$ cat src/rtl/main_fsm_pkg.sv
// Shared controller definitions: state codes, datapath mux select codes and opcode classes.
package main_fsm_pkg;

  localparam int STATE_BITS = 4;

  localparam logic [STATE_BITS-1:0] FETCH    = 4'd0;
  localparam logic [STATE_BITS-1:0] DECODE   = 4'd1;
  localparam logic [STATE_BITS-1:0] MEMADR   = 4'd2;
  localparam logic [STATE_BITS-1:0] MEMRD    = 4'd3;
  localparam logic [STATE_BITS-1:0] MEMWB    = 4'd4;
  localparam logic [STATE_BITS-1:0] MEMWR    = 4'd5;
  localparam logic [STATE_BITS-1:0] EXECUTER = 4'd6;
  localparam logic [STATE_BITS-1:0] EXECUTEI = 4'd7;
  localparam logic [STATE_BITS-1:0] ALUWB    = 4'd8;
  localparam logic [STATE_BITS-1:0] BRANCH   = 4'd9;
  localparam logic [STATE_BITS-1:0] UNKNOWN  = 4'd10;

  localparam logic [1:0] SRCB_REG  = 2'b00;
  localparam logic [1:0] SRCB_IMM  = 2'b01;
  localparam logic [1:0] SRCB_FOUR = 2'b10;

  localparam logic [1:0] RES_ALUOUT    = 2'b00;
  localparam logic [1:0] RES_DATA      = 2'b01;
  localparam logic [1:0] RES_ALURESULT = 2'b10;

  localparam logic [1:0] OP_DP  = 2'b00;
  localparam logic [1:0] OP_MEM = 2'b01;
  localparam logic [1:0] OP_B   = 2'b10;

endpackage

$ cat src/rtl/main_fsm_flopr.sv
// Resettable register: asynchronous active-high reset to zero, loads d every rising clk.
module flopr #(
  parameter int WIDTH = 8
) (
  input  logic             clk,
  input  logic             reset,
  input  logic [WIDTH-1:0] d,
  output logic [WIDTH-1:0] q
);

  always_ff @(posedge clk or posedge reset) begin
    if (reset) q <= '0;
    else       q <= d;
  end

endmodule

$ cat src/rtl/main_fsm.sv
// Moore main FSM of the multicycle ARM controller: sequences fetch/decode/execute/memory/writeback
// and drives the datapath selects plus the pre-CondEx write requests.
module main_fsm
  import main_fsm_pkg::*;
#(
  parameter int STATE_W = STATE_BITS
) (
  input  logic               clk,
  input  logic               reset,
  input  logic [1:0]         Op,
  input  logic [5:0]         Funct,
  output logic               IRWrite,
  output logic               AdrSrc,
  output logic               ALUSrcA,
  output logic [1:0]         ALUSrcB,
  output logic [1:0]         ResultSrc,
  output logic               NextPC,
  output logic               RegW,
  output logic               MemW,
  output logic               Branch,
  output logic               ALUOp,
  output logic [STATE_W-1:0] State
);

  logic [STATE_W-1:0] state;
  logic [STATE_W-1:0] next_state;

  // Only the I and L bits steer the sequence; the rest belong to the ALU decoder.
  logic funct_unused;
  assign funct_unused = ^Funct[4:1];

  // FETCH is code zero, so the flop's zero reset lands directly in FETCH.
  flopr #(.WIDTH(STATE_W)) state_reg (
    .clk   (clk),
    .reset (reset),
    .d     (next_state),
    .q     (state)
  );

  always_comb begin
    next_state = FETCH;
    case (state)
      FETCH:  next_state = DECODE;
      DECODE: begin
        case (Op)
          OP_DP:   next_state = Funct[5] ? EXECUTEI : EXECUTER;
          OP_MEM:  next_state = MEMADR;
          OP_B:    next_state = BRANCH;
          default: next_state = UNKNOWN;
        endcase
      end
      MEMADR:   next_state = Funct[0] ? MEMRD : MEMWR;
      MEMRD:    next_state = MEMWB;
      EXECUTER: next_state = ALUWB;
      EXECUTEI: next_state = ALUWB;
      default:  next_state = FETCH;
    endcase
  end

  // Spare codes fall through to the all-zero default, same as UNKNOWN.
  always_comb begin
    IRWrite   = 1'b0;
    AdrSrc    = 1'b0;
    ALUSrcA   = 1'b0;
    ALUSrcB   = SRCB_REG;
    ResultSrc = RES_ALUOUT;
    NextPC    = 1'b0;
    RegW      = 1'b0;
    MemW      = 1'b0;
    Branch    = 1'b0;
    ALUOp     = 1'b0;
    case (state)
      FETCH: begin
        IRWrite   = 1'b1;
        ALUSrcA   = 1'b1;
        ALUSrcB   = SRCB_FOUR;
        ResultSrc = RES_ALURESULT;
        NextPC    = 1'b1;
      end
      DECODE: begin
        ALUSrcA   = 1'b1;
        ALUSrcB   = SRCB_FOUR;
        ResultSrc = RES_ALURESULT;
      end
      MEMADR: ALUSrcB = SRCB_IMM;
      MEMRD:  AdrSrc  = 1'b1;
      MEMWB: begin
        ResultSrc = RES_DATA;
        RegW      = 1'b1;
      end
      MEMWR: begin
        AdrSrc = 1'b1;
        MemW   = 1'b1;
      end
      EXECUTER: ALUOp = 1'b1;
      EXECUTEI: begin
        ALUSrcB = SRCB_IMM;
        ALUOp   = 1'b1;
      end
      ALUWB: RegW = 1'b1;
      BRANCH: begin
        ALUSrcB   = SRCB_IMM;
        ResultSrc = RES_ALURESULT;
        Branch    = 1'b1;
      end
      default: ;
    endcase
  end

  assign State = state;

endmodule

$ cat config.mk
export PLATFORM = sky130hd
export DESIGN_NAME = main_fsm
export DESIGN_NICKNAME = d
export VERILOG_FILES = /design/src/rtl/main_fsm_pkg.sv /design/src/rtl/main_fsm_flopr.sv /design/src/rtl/main_fsm.sv
export SDC_FILE = /design/constraint.sdc
export NUM_CORES = 1
export LEC_CHECK = 0
export ABC_AREA = 1
export ABC_CLOCK_PERIOD_IN_PS = 1250
export BUFFER_PORTS_ARGS = -buffer_cell sky130_fd_sc_hd__buf_4
export CORE_AREA = 2 2 39 41
export DETAILED_ROUTE_END_ITERATION = 8
export DIE_AREA = 0 0 41 43
export PLACE_DENSITY = 0.58
export REMOVE_ABC_BUFFERS = 1
export SLEW_MARGIN = 25
export SYNTH_ARGS = -nofsm -noshare
export SYNTH_HDL_FRONTEND = slang
export SYNTH_HIERARCHICAL = 1
export SYNTH_SLANG_ARGS = --single-unit
$ cat constraint.sdc
create_clock -name clk -period 1.25 [get_ports clk]
set_clock_uncertainty 0.1 [all_clocks]
set_input_delay 0.1875 -clock clk [delete_from_list [all_inputs] [get_ports clk]]
set_output_delay 0.1875 -clock clk [all_outputs]
set_load 0.005 [all_outputs]
Yosys cells after proc, flatten, opt, wreduce, memory -nomap -nowiden. Index checks and enable logic that the tools add are counted.

Output and inout bits: 16. Input port bits: 10. Bits in writable memories: 0. Flip-flop bits (word level): 4. Memories: 0. Word-level logic and storage cells: 33. Latch bits: 0. ROM bits: 0.

$lt $le $gt $ge: 0. Equal/unequal tests: 11. Reduce and logical (&&, ||, !) cells: 8. Mux-type cells: 13. Div/mod/pow operators: 0. $add $sub $neg: 0. Multipliers: 0. Bitwise operators: 0. Shifts and indexed selects: 0.

Operators with widths (count): 4-bit one-hot mux with 5 select lines (1); 4-bit by 3-bit == test with 1-bit output (second input constant) (4); 4-bit one-hot mux with 3 select lines (1); 4-bit by 2-bit == test with 1-bit output (second input constant) (2); 4-bit == test (second input constant) (2); 1-bit 2-to-1 mux (8); 2-bit one-hot mux with 2 select lines (2); 2-bit OR reduction (4); 3-bit OR reduction (2); 4-bit by 1-bit == test with 1-bit output (second input constant) (1); 4-bit logical NOT (1); 3-bit 2-to-1 mux (1); 2-bit by 1-bit == test with 1-bit output (second input constant) (1); 2-bit == test (second input constant) (1); 2-bit logical NOT (1).

Longest topological paths before layout.
Depth in word-level cells: 3. Depth in mapped cells: 5. Mapped depth without buffers: 5.

Modules after synthesis. The synthesis kept the hierarchy.

By module, submodules not included: main_fsm (times used 1, area an instance 212.7 um2, sequential area each 0.0 um2, cells each 45); flopr (times used 1, area an instance 103.8 um2, sequential area each 100.1 um2, cells each 5).

Worst setup path after synthesis. OpenSTA, ideal clock, no wires.

Kind: register to output. Start point: reg state_reg.q[3]. End point: out NextPC. Cell stages (with the launch flop): 5. Data arrival time: 0.892 ns. Buffers on the path: 1. Required time: 0.962 ns. Slack: 0.071 ns. Path through: dfrtp_1 > inv_1 > nand2_1 > nor2_1 > buf_4.

Longest elaborated chain between the ends: 2.

RTL lines: from (decl) (line main_fsm_flopr.sv:8) `output logic [WIDTH-1:0] q`; from (signal assigned) (line main_fsm_flopr.sv:12) `if (reset) q <= '0;`; from (signal assigned) (line main_fsm_flopr.sv:13) `else q <= d;`; 4-bit logical NOT; 1-bit 2-to-1 mux; to (decl) (line main_fsm.sv:17) `output logic NextPC,`.

No other way between the ends.

Worst setup path after layout.
Start point: reg state_reg.q[3]. End point: out AdrSrc.

Longest elaborated chain between the ends: 3. Elaborated cells between the ends (all ways): 4. Classes of those cells: 2 x eq/ne; 1 x mux; 1 x reduce/logical.

RTL lines: 4-bit by 3-bit == test with 1-bit output / 4-bit by 2-bit == test with 1-bit output (equally long branches) (line main_fsm.sv:72) `case (state)`; 2-bit OR reduction (no line) *; 1-bit 2-to-1 mux * (line main_fsm.sv:72); to (decl) (line main_fsm.sv:13) `output logic AdrSrc,`.

Mark *: on every way between the ends. The rest lies on a longest branch, timed or not.

==> results.md <==
- Drt pass-1 iters: 4
- CORE AREA: 1384 sq um
- Multi-input logic area: 192.7 sq um
- Share of layout cells above drive strength 1: 64.37%
- Clock Latency Late Sink: about 0.23 ns
- Largest stage delay, worst path: ~0.43 ns
- Setup ws final: -0.1861 ns
- Min-Delay Startpoint: Op[1]
- Worst Path Required: about 0.96 ns
- Post-DP HPWL: 699.6 um
- Initial antenna violation count: 0
- Combinational Power Share: 73.7%
- Yosys reg bits: 4
- CTS tree: yes
- Placed Cells: 92
- CP top delay family: flip-flops
- Pins Over Slew Limit: 0
- R2R depth: 5
- Cell taking the most area after synthesis: dfrtp_1
- Critical path endpoint category: primary output
- # IOs: 26
- Worst Hold Path Cells: 3
- Die W: between 40 and 50 um
- Reg-to-Reg Start: state_reg/q[3]$_DFF_PP0_
- Synth Area per Inst: approximately 6.3 sq um
- Number of DRC markers in iteration 0: 7
- Area Overhead vs Synth: 111.1%
- WL final: 947 um
- Final GP Congestion: roughly 0.8
- Status: finished with violations
- Sw frac: 40.57%
- Seq pwr share: 17.1%
- Worst Tran Pin Value: 0.1893 ns
- Maxcap violations: 0
- Biggest regs: state_reg/q x4
- Share of the yosys chip area belonging to registers: roughly a third
- Synth top area share: approximately a third
- R2R Setup Slk: approximately 0.08 ns
- Tot Pwr: around 1700 uW
- HP Class: in2reg
- Slew HR: 87.24%
- FF+latch area: 103.9 sq um
- Fin util: 48.28%
- Total GRT Usage: 11.57%
- CTS Buf Count: 3
- Crit Path Max Fanout: 4
- Violated checks: negative setup slack
- Final min period: between 1 and 1.5 ns
- RSZ-0062 raised after global routing: true
- Post-Synthesis Cell Area: 316.6 sq um
- Max Clk Rate: 696.3 MHz
- P_int: between 1000 and 1500 uW
- Unique cell type count in the Yosys netlist: 14
- Worst Hold End: state_reg/q[3]$_DFF_PP0_
- Full die area: ~1800 sq um
- Pwr/cell area: about 2500 nW/um^2
- Routed via count: 443
- First-pass GRT wire length: 1.366 mm
- Max rail drop VDD: 771.4 uV
- Synth area leaders: dfrtp_1 32%, nand2_1 14%, inv_1 12%
- # clock sinks: 4
- Diode count: 0
- Clock power share: 9.2%
- Hold_ws: 0.09371 ns
- Max reg flops: 4
- Non-filler cells, final: 103
- WL/cell: just over 9 um
- Crit Path Class: reg2out
- DRC violations left: 0
- Number of global-route vias before repair: 375
- Sum of negative setup slack: -1.458 ns
- Clock-pin transition on the worst setup and hold timing paths: ~0.04 ns
- CP max stage cell: dfrtp_2
- Final hold violations: 0
- WP buf/inv: 1
- Finish-stage setup viols: 12
- CP Cell Sequence: nor2_4, nand3_2, o21ai_1, buf_4
- Most flops, register: state_reg/q
- Synth warn: 6
- # fillers: 154
- Overflow after GRT: 0
- Fin crit share: 114.9%
- Initial Utilization: 22.88%
- Vias/cell: roughly 4.3
- Port Buffers: 21
- Largest net degree at the start of global routing: 9
- Die Height: about 43 um
- Final net count: 99
- Synth Instances: 50
- Antenna viol nets, final: 0
- Reg2reg end: state_reg/q[2]$_DFF_PP0_
- Crit path DAT: 1.15 ns
- Root buffer cell: clkbuf_4
- CTS max path bufs: 2
- H-tree levels: 1
- Startpoint types: register
- NetSw: a little under 700 uW
- Std-Cell Rows: 14
- Pleak: 0.0003771 uW
## logic make-up (layout without fill, tap and decap cells)
| family | after synthesis | after routing | share of synthesized area [%] |
|---|---|---|---|
| AO/OA/AOI/OAI | 4 | 4 | 7.509 |
| buffers and inverters | 12 | 49 | 15.42 |
| flip-flops | 4 | 4 | 31.62 |
| AND/OR/NAND/NOR | 30 | 30 | 45.45 |
## metal layers
layer	track usage [%]	part of all wire, %
met4	8.000	0
met1	11.97	41
met3	1.571	9.2
met2	19.69	50
met5	0	0
## cell usage in the layout, fill, tap and decap left out, drive strengths merged
cell type and n:
a21oi 1, buf 34, clkbuf 3, dfrtp 4, dlygate4sd3 1, inv 11, nand2 14, nand3 7
nand4 2, nor2 7, o21ai 3
## power groups by stage
| stage | Sequential, uW | Clock, uW | Combinational [uW] |
|---|---|---|---|
| 2_1_floorplan | 275 | 0 | 411 |
| 3_3_place_gp | 273 | 0 | 962 |
| 3_5_place_dp | 272 | 0 | 966 |
| 4_1_cts | 286 | 166 | 1220 |
| 5_1_grt | 300 | 174 | 1360 |
| 6_report | 288 | 155 | 1240 |
## what timing repair did
action / CTS / global route
endpoints found under the setup margin: 12 / 14
hold buffers: 1 / 0
buffers inserted: 6 / 1
hold endpoints to repair: 4 / 0
pin swaps: 6 / 2
gates resized for setup: 20 / 2
## tightest hold or removal path, stage by stage
cell and delay (ns):
buf_4 0.09, nand2_1 0.06, nand2_1 0.05
## cell type report
class | instances | area share, %
Timing Repair Buffer | 35 | 43.07
Multi-Input combinational cell | 34 | 28.84
Sequential cell | 4 | 15.54
Inverter | 11 | 6.180
Clock buffer | 3 | 3.371
Tap cell | 16 | 2.996
## Yosys cell counts
cell,instances
nand4_1,2
inv_1,10
nor2_1,6
buf_4,1
a21oi_1,1
nand2_1,12
dfrtp_1,4
inv_2,1
nand3_1,7
nand2_2,1
o21ai_2,1
nand2_4,1
o21ai_0,2
nor2_4,1
## stage by stage
| stage | area (sq um) | setup WS (ns) |
|---|---|---|
| 2_1_floorplan | 309.0 | 0.1252 |
| 3_3_place_gp | 531.8 | -0.005127 |
| 4_1_cts | 653.1 | -0.1968 |
| 3_5_place_dp | 531.8 | -0.008953 |
| 6_report | 668.1 | -0.1861 |
| 5_1_grt | 668.1 | -0.2577 |
## worst max path at each step
| stage | start | end | depth (start not counted) |
|---|---|---|---|
| floorplan | state_reg/q[2]$_DFF_PP0_ | AdrSrc | 3 |
| global placement | state_reg/q[3]$_DFF_PP0_ | ALUSrcB[0] | 5 |
| detailed placement | state_reg/q[3]$_DFF_PP0_ | AdrSrc | 4 |
| CTS | state_reg/q[3]$_DFF_PP0_ | AdrSrc | 4 |
| global route | state_reg/q[3]$_DFF_PP0_ | ALUSrcB[0] | 5 |
| finish | state_reg/q[3]$_DFF_PP0_ | AdrSrc | 4 |
(Power assumes the default switching activity.)
